`src/rtl/thresh_frame_buf.sv`:
```
// thresh_frame_buf: buffers one full frame, derives a threshold (frame mean or fixed),
// then streams the frame out binarized, inverted-binarized or unchanged.
module thresh_frame_buf #(
  parameter int IMG_W = 10,
  parameter int IMG_H = 10,
  parameter int PIX_W = 8
) (
  input  logic             clk,
  input  logic             rst_n,
  input  logic [PIX_W-1:0] in_data_i,
  input  logic             in_valid_i,
  output logic             in_ready_o,
  input  logic [1:0]       mode_i,
  input  logic [PIX_W-1:0] thr_fixed_i,
  output logic [PIX_W-1:0] out_data_o,
  output logic             out_valid_o,
  input  logic             out_ready_i,
  output logic             out_last_o,
  output logic             busy_o
);
  localparam int N     = IMG_W * IMG_H;
  localparam int SUM_W = PIX_W + $clog2(N + 1);
  localparam int AW    = (N > 1) ? $clog2(N) : 1;
  localparam logic [PIX_W-1:0] PIX_MAX = {PIX_W{1'b1}};
  localparam logic [AW-1:0]    LAST    = AW'(N - 1);

  typedef enum logic [1:0] {FILL, CALC, LOAD, DRAIN} state_t;

  state_t           state_q, state_d;
  logic [AW-1:0]    wr_q, wr_d, rd_q, rd_d, rd_nxt;
  logic [SUM_W-1:0] sum_q, sum_d;
  logic [PIX_W-1:0] thr_q, thr_d, out_q, out_d, rd_pix, pix_f;
  logic [1:0]       fmode_q, fmode_d;
  logic             vld_q, vld_d, in_fire, out_fire;
  logic [PIX_W-1:0] mem_q [N];

  function automatic logic [PIX_W-1:0] map_pix(input logic [PIX_W-1:0] p, t, input logic [1:0] m);
    return (m == 2'b11) ? p : (((p > t) ^ (m == 2'b10)) ? PIX_MAX : '0);
  endfunction

  assign in_ready_o  = state_q == FILL;
  assign busy_o      = state_q != FILL;
  assign in_fire     = in_valid_i && in_ready_o;
  assign out_fire    = vld_q && out_ready_i;
  assign out_data_o  = out_q;
  assign out_valid_o = vld_q;
  assign out_last_o  = vld_q && (rd_q == LAST);
  assign rd_nxt      = rd_q + 1'b1;
  // LOAD prefetches pixel 0; DRAIN prefetches the successor of the pixel on the bus
  assign rd_pix      = mem_q[(state_q == LOAD) ? '0 : rd_nxt];
  assign pix_f       = map_pix(rd_pix, thr_q, fmode_q);

  always_ff @(posedge clk)
    if (in_fire) mem_q[wr_q] <= in_data_i;

  always_ff @(posedge clk or negedge rst_n)
    if (!rst_n) begin
      state_q <= FILL;
      wr_q    <= '0;
      rd_q    <= '0;
      sum_q   <= '0;
      thr_q   <= '0;
      out_q   <= '0;
      vld_q   <= 1'b0;
      fmode_q <= '0;
    end else begin
      state_q <= state_d;
      wr_q    <= wr_d;
      rd_q    <= rd_d;
      sum_q   <= sum_d;
      thr_q   <= thr_d;
      out_q   <= out_d;
      vld_q   <= vld_d;
      fmode_q <= fmode_d;
    end

  always_comb begin
    state_d = state_q;
    wr_d    = wr_q;
    rd_d    = rd_q;
    sum_d   = sum_q;
    thr_d   = thr_q;
    out_d   = out_q;
    vld_d   = vld_q;
    fmode_d = fmode_q;
    case (state_q)
      FILL: if (in_fire) begin
        sum_d   = sum_q + SUM_W'(in_data_i);
        wr_d    = (wr_q == LAST) ? '0 : wr_q + 1'b1;
        state_d = (wr_q == LAST) ? CALC : FILL;
      end
      CALC: begin
        fmode_d = mode_i;
        thr_d   = (mode_i == 2'b01) ? thr_fixed_i : PIX_W'(sum_q / SUM_W'(N));
        state_d = LOAD;
      end
      LOAD: begin
        out_d   = pix_f;
        vld_d   = 1'b1;
        rd_d    = '0;
        state_d = DRAIN;
      end
      default: if (out_fire) begin
        if (rd_q == LAST) begin
          vld_d   = 1'b0;
          sum_d   = '0;
          wr_d    = '0;
          state_d = FILL;
        end else begin
          rd_d  = rd_nxt;
          out_d = pix_f;
        end
      end
    endcase
  end
endmodule
```
`config.mk`:
```
export PLATFORM = sky130hd
export DESIGN_NAME = thresh_frame_buf
export DESIGN_NICKNAME = d
export VERILOG_FILES = /design/src/rtl/thresh_frame_buf.sv
export SDC_FILE = /design/constraint.sdc
export NUM_CORES = 1
export LEC_CHECK = 0
export CAP_MARGIN = 20
export CORE_ASPECT_RATIO = 0.75
export CORE_UTILIZATION = 57
export DETAILED_ROUTE_END_ITERATION = 12
export PLACE_DENSITY = 0.69
export SETUP_SLACK_MARGIN = 0.3
export SLEW_MARGIN = 20
export SYNTH_ARGS = -nofsm -noshare
export SYNTH_HDL_FRONTEND = slang
export SYNTH_SLANG_ARGS = --single-unit
export TNS_END_PERCENT = 30
```
`constraint.sdc`:
```
create_clock -name clk -period 5.87 [get_ports clk]
set_input_delay 0.8805 -clock clk [delete_from_list [all_inputs] [get_ports clk]]
set_output_delay 0.8805 -clock clk [all_outputs]
set_load 0.05 [all_outputs]
```
==> flow_results.xml <==
<?xml version="1.0" encoding="UTF-8"?>
<metrics>
  <group name="worst_setup_path">
    <metric name="crit_arrival" unit="ns">5.90</metric>
    <metric name="cp.required" unit="ns">6.38</metric>
    <metric name="critPathMaxFanout" unit="">14</metric>
    <metric name="critPathLaunchType" unit="">register</metric>
    <metric name="worstSetupPathType" unit="">reg2reg</metric>
    <metric name="setup_crit_end_kind" unit="">register</metric>
  </group>
  <group name="timing">
    <metric name="totalNegativeSetupSlack" unit="ns">0</metric>
    <metric name="timing.final.max_slew_violations" unit="">0</metric>
    <metric name="relSlewSlack" unit="">0.240</metric>
    <metric name="finalHoldViolCount" unit="">0</metric>
    <metric name="max_slew.worst_pin.slew" unit="ns">1.14</metric>
    <metric name="max_freq" unit="MHz">185</metric>
    <metric name="finalCritPeriodShare" unit="">0.919</metric>
    <metric name="setup-violations-final" unit="">0</metric>
    <metric name="rsz0062_at_grt" unit="">no</metric>
    <metric name="final_worst_path_period_need" unit="ns">5.39</metric>
    <metric name="fin_skew" unit="ns">0.0306</metric>
    <metric name="finalHoldWorstSlack" unit="ns">0.371</metric>
  </group>
  <group name="floorplanning">
    <metric name="core_region_area" unit="um2">63600</metric>
    <metric name="die-width" unit="um">295</metric>
    <metric name="floorplan.die_area" unit="um2">65300</metric>
    <metric name="num_rows" unit="">80</metric>
    <metric name="io_pins" unit="">34</metric>
    <metric name="floorplan.initialDensity" unit="">0.576</metric>
    <metric name="dieHeight" unit="um">222</metric>
  </group>
  <group name="routing">
    <metric name="drt_iter0_markers" unit="">2940</metric>
    <metric name="drt-pass1-iter-count" unit="">6</metric>
    <metric name="vias_after_detailed_routing" unit="">23902</metric>
    <metric name="route.detailed.drc" unit="">0</metric>
    <metric name="route.antenna.remaining_nets" unit="">0</metric>
    <metric name="vias_per_cell" unit="">6.50</metric>
    <metric name="drt_wl_total" unit="mm">96.2</metric>
    <metric name="routed_wire_length_per_instance" unit="um">26.2</metric>
  </group>
  <group name="clock_tree">
    <metric name="worst_skew_pair.late_latency" unit="ns">0.64</metric>
    <metric name="worst_setup_hold_path_clk_slew" unit="ns">0.07</metric>
    <metric name="cts.root.buffer_cell" unit="">clkbuf_16</metric>
    <metric name="h-tree-depth" unit="">3</metric>
    <metric name="clk_path_buf_depth" unit="">3</metric>
    <metric name="clkSinkCount" unit="">850</metric>
    <metric name="clock_tree_from_tritoncts" unit="">built</metric>
    <metric name="cts-buffers-inserted" unit="">80</metric>
    <metric name="ctsHoldBuffers" unit="">0</metric>
  </group>
  <group name="synth">
    <metric name="ys_async_sr_fraction" unit="">0.0588</metric>
    <metric name="synth_fp_nets" unit="">2779</metric>
    <metric name="syn-cell-area" unit="um2">36600</metric>
    <metric name="synthCells" unit="">2735</metric>
    <metric name="post_synthesis_cell_type_with_the_largest_combined_area" unit="">edfxtp_1</metric>
    <metric name="postSynthRegisterBits" unit="">850</metric>
    <metric name="mean_syn_cell_area" unit="um2">13.4</metric>
    <metric name="synth_top_flop_cell" unit="">edfxtp_1</metric>
    <metric name="yosysUniqueCellTypes" unit="">84</metric>
    <metric name="count_of_flip_flops_with_a_built_in_enable_after_synthesis" unit="">800</metric>
    <metric name="netlist.area_leader.share" unit="">0.656</metric>
    <metric name="synth_warnings" unit="">0</metric>
    <metric name="synthTopCellsByArea" unit="">edfxtp_1 (66%), nand2_1 (4.6%), dfrtp_1 (3.4%)</metric>
    <metric name="yosysSeqAreaShare" unit="">0.690</metric>
  </group>
  <group name="placement">
    <metric name="input_output_buffers" unit="">33</metric>
    <metric name="place_congestion" unit="">0.932</metric>
    <metric name="post-dp-hpwl" unit="mm">59.3</metric>
  </group>
  <group name="power">
    <metric name="pwr-share-seq" unit="">0.393</metric>
    <metric name="worst_ir_drop_vdd" unit="mV">0.851</metric>
    <metric name="cellInternalPower" unit="W">0.0120</metric>
    <metric name="power.net_switching" unit="W">0.00606</metric>
    <metric name="static_leak" unit="nW">13.4</metric>
    <metric name="power.share.combinational" unit="">0.315</metric>
    <metric name="finalPower" unit="W">0.0180</metric>
    <metric name="power_density_cells" unit="nW/um2">440</metric>
    <metric name="switching_share" unit="">0.336</metric>
    <metric name="clock_network_fraction_of_total_power" unit="">0.292</metric>
  </group>
  <group name="global_route">
    <metric name="globalRouteMet2Util" unit="">0.430</metric>
    <metric name="groute.layer.met3.usage" unit="">0.0627</metric>
    <metric name="global_routing_met1_resource_utilization" unit="">0.451</metric>
    <metric name="first_global_vias" unit="">22649</metric>
    <metric name="antenna_violations_before_repair" unit="">1</metric>
    <metric name="grt_start_max_net_pins" unit="">101</metric>
    <metric name="grt_first_pass_wirelength" unit="mm">143</metric>
    <metric name="grt.overflow.total" unit="">0</metric>
    <metric name="grt_most_used_layer" unit="">met1</metric>
    <metric name="grt.total_usage" unit="">0.295</metric>
  </group>
  <group name="cells_and_area">
    <metric name="flow.area_growth_from_synthesis" unit="%">11.8</metric>
    <metric name="share_of_final_layout_standard_cells_stronger_than_drive_strength_1" unit="">0.117</metric>
    <metric name="insertedDiodeCount" unit="">0</metric>
    <metric name="final_nets" unit="">2800</metric>
    <metric name="layout.core_utilization" unit="">0.645</metric>
    <metric name="fillers" unit="">4515</metric>
  </group>
  <group name="job">
    <metric name="drv.max_cap_violation_count" unit="">0</metric>
  </group>
  <group name="min_path">
    <metric name="hold_class" unit="">in2async</metric>
  </group>
  <group name="status">
    <metric name="outcome" unit="">complete, no violations</metric>
  </group>
</metrics>
-- layout by cell type, fill, tap and decap left out, types with 8 or more instances in the layout --
master / n
clkinv_2: 15
o311ai_0: 11
clkinv_1: 13
a21o_1: 9
clkbuf_16: 82
buf_4: 87
buf_12: 13
o211ai_1: 24
a22o_1: 15
nor2b_1: 82
a211oi_1: 85
or3_1: 9
o21a_1: 9
inv_1: 32
edfxtp_1: 800
mux2i_1: 87
a311oi_1: 83
nand4_1: 9
a31oi_1: 58
mux4_2: 35
nor3_1: 16
ha_1: 19
nand2_1: 447
nand2b_1: 14
a221oi_1: 27
bufinv_16: 9
mux2_2: 9
and2_1: 8
nor2_1: 170
o31ai_1: 12
o21ai_0: 86
o221ai_1: 13
clkdlybuf4s50_1: 24
nor4_1: 8
xnor2_1: 13
a21oi_1: 92
clkbuf_1: 11
nand3_1: 96
dfrtp_1: 43
-- final cells by class --
cell class | instances | area (um2) | area share
Sequential cell | 850 | 25300 | 0.617
Clock inverter | 43 | 462 | 0.0113
Inverter | 32 | 120 | 0.00293
Timing Repair Buffer | 126 | 1190 | 0.0290
Tap cell | 861 | 1080 | 0.0263
Clock buffer | 99 | 2180 | 0.0531
Multi-Input combinational cell | 1666 | 10700 | 0.260
-- final timing paths --
| check | startpoint | endpoint | slack, ns | cells past startpoint |
|---|---|---|---|---|
| worst max-delay path | sum_q[9] | thr_q[0] | 0.48 | 17 |
| worst min-delay path | rst_n | sum_q[12] | 0.37 | 2 |
| worst max register to register | sum_q[9] | thr_q[0] | 0.48 | 17 |
| worst min register to register | sum_q[0] | sum_q[0] | 0.52 | 1 |
| max in group asynchronous | rst_n | rd_q[0] | 4.96 | 2 |
| min in group clk | sum_q[0] | sum_q[0] | 0.52 | 1 |
-- registers in the layout, summed over array words and instances, names as in the netlist --
register	flops
out_valid_o	1
out_data_o	8
sum_q	15
rd_q	7
mem_q	800
state_q	2
fmode_q	2
thr_q	8
wr_q	7
-- power by group through the flow --
| stage | sequential [W] | combinational (W) | clock (W) |
|---|---|---|---|
| floorplan | 0.00703 | 0.00416 | 0 |
| finish | 0.00709 | 0.00568 | 0.00526 |
| global route | 0.00711 | 0.00613 | 0.00552 |
| global placement | 0.00718 | 0.00499 | 0 |
| CTS | 0.00707 | 0.00535 | 0.00530 |
| detailed placement | 0.00720 | 0.00528 | 0 |
-- kinds of logic (layout without fill, tap and decap cells) --
kind of cell               after synthesis  in the layout  synth area share
xor gates and xnor gates                22             22           0.00526
DFF                                    850            850             0.690
adders and majority gates               22             22           0.00772
AOI/OAI and AO/OA                      589            589             0.114
muxes                                  134            134            0.0491
buffers and inverters                  221            300            0.0248
and+or+nand+nor                        897            899             0.109
-- critical path, stage by stage, from the launching register on --
cell and delay [ns]:
dfrtp_2 0.52, buf_4 0.24, and3b_1 0.17, o21a_1 0.18
o31ai_2 0.35, a22oi_1 0.13, o32a_2 0.50, o211a_1 0.28
nor3_1 0.60, o2111a_1 0.31, or3_1 0.14, mux2_4 0.36
a31oi_4 0.21, o221ai_1 0.16, and3_4 0.23, o21ai_1 0.15
or3b_1 0.37, a311o_1 0.35
-- synthesized netlist by cell type, types with 9 or more instances --
cell      count
edfxtp_1    800
nand2_1     447
nor2_1      174
clkbuf_1    144
nand3_1      96
a21oi_1      93
a211oi_1     89
mux2i_1      88
o21ai_0      87
a311oi_1     84
nor2b_1      83
a31oi_1      59
dfrtp_1      50
mux4_2       35
inv_1        32
a221oi_1     28
buf_1        26
o211ai_1     24
ha_1         21
a22o_1       16
nor3_1       16
nand2b_1     15
o221ai_1     14
xnor2_1      14
o31ai_1      12
o311ai_0     11
a21o_1        9
and2_1        9
mux2_2        9
nand4_1       9
o21a_1        9
or3_1         9
-- stage by stage --
stage / area (um2) / worst slack (ns) / cells
finish: 41000 / 0.477 / 3677
global placement: 38200 / 0.337 / 3530
detailed placement: 38200 / 0.387 / 3530
floorplan: 36600 / 0.520 / 2735
global route: 41000 / 0.280 / 3677
CTS: 40800 / 0.342 / 3672
-- timing repair --
action | 4_1_cts | 5_1_grt
resized for setup | 0 | 29
buffers inserted | 0 | 3
setup endpoints to repair | 0 | 10
endpoints found under the hold margin | 0 | 0
-- routing by layer --
layer / share of wire / routed length (um) / vias up
met5: 0.000083 / 8 / -
met4: 0.027 / 2570 / 2
met3: 0.11 / 10700 / 177
met2: 0.44 / 42500 / 1329
met1: 0.42 / 40500 / 11874
li1: - / - / 10520
(Power assumes the default switching activity.)
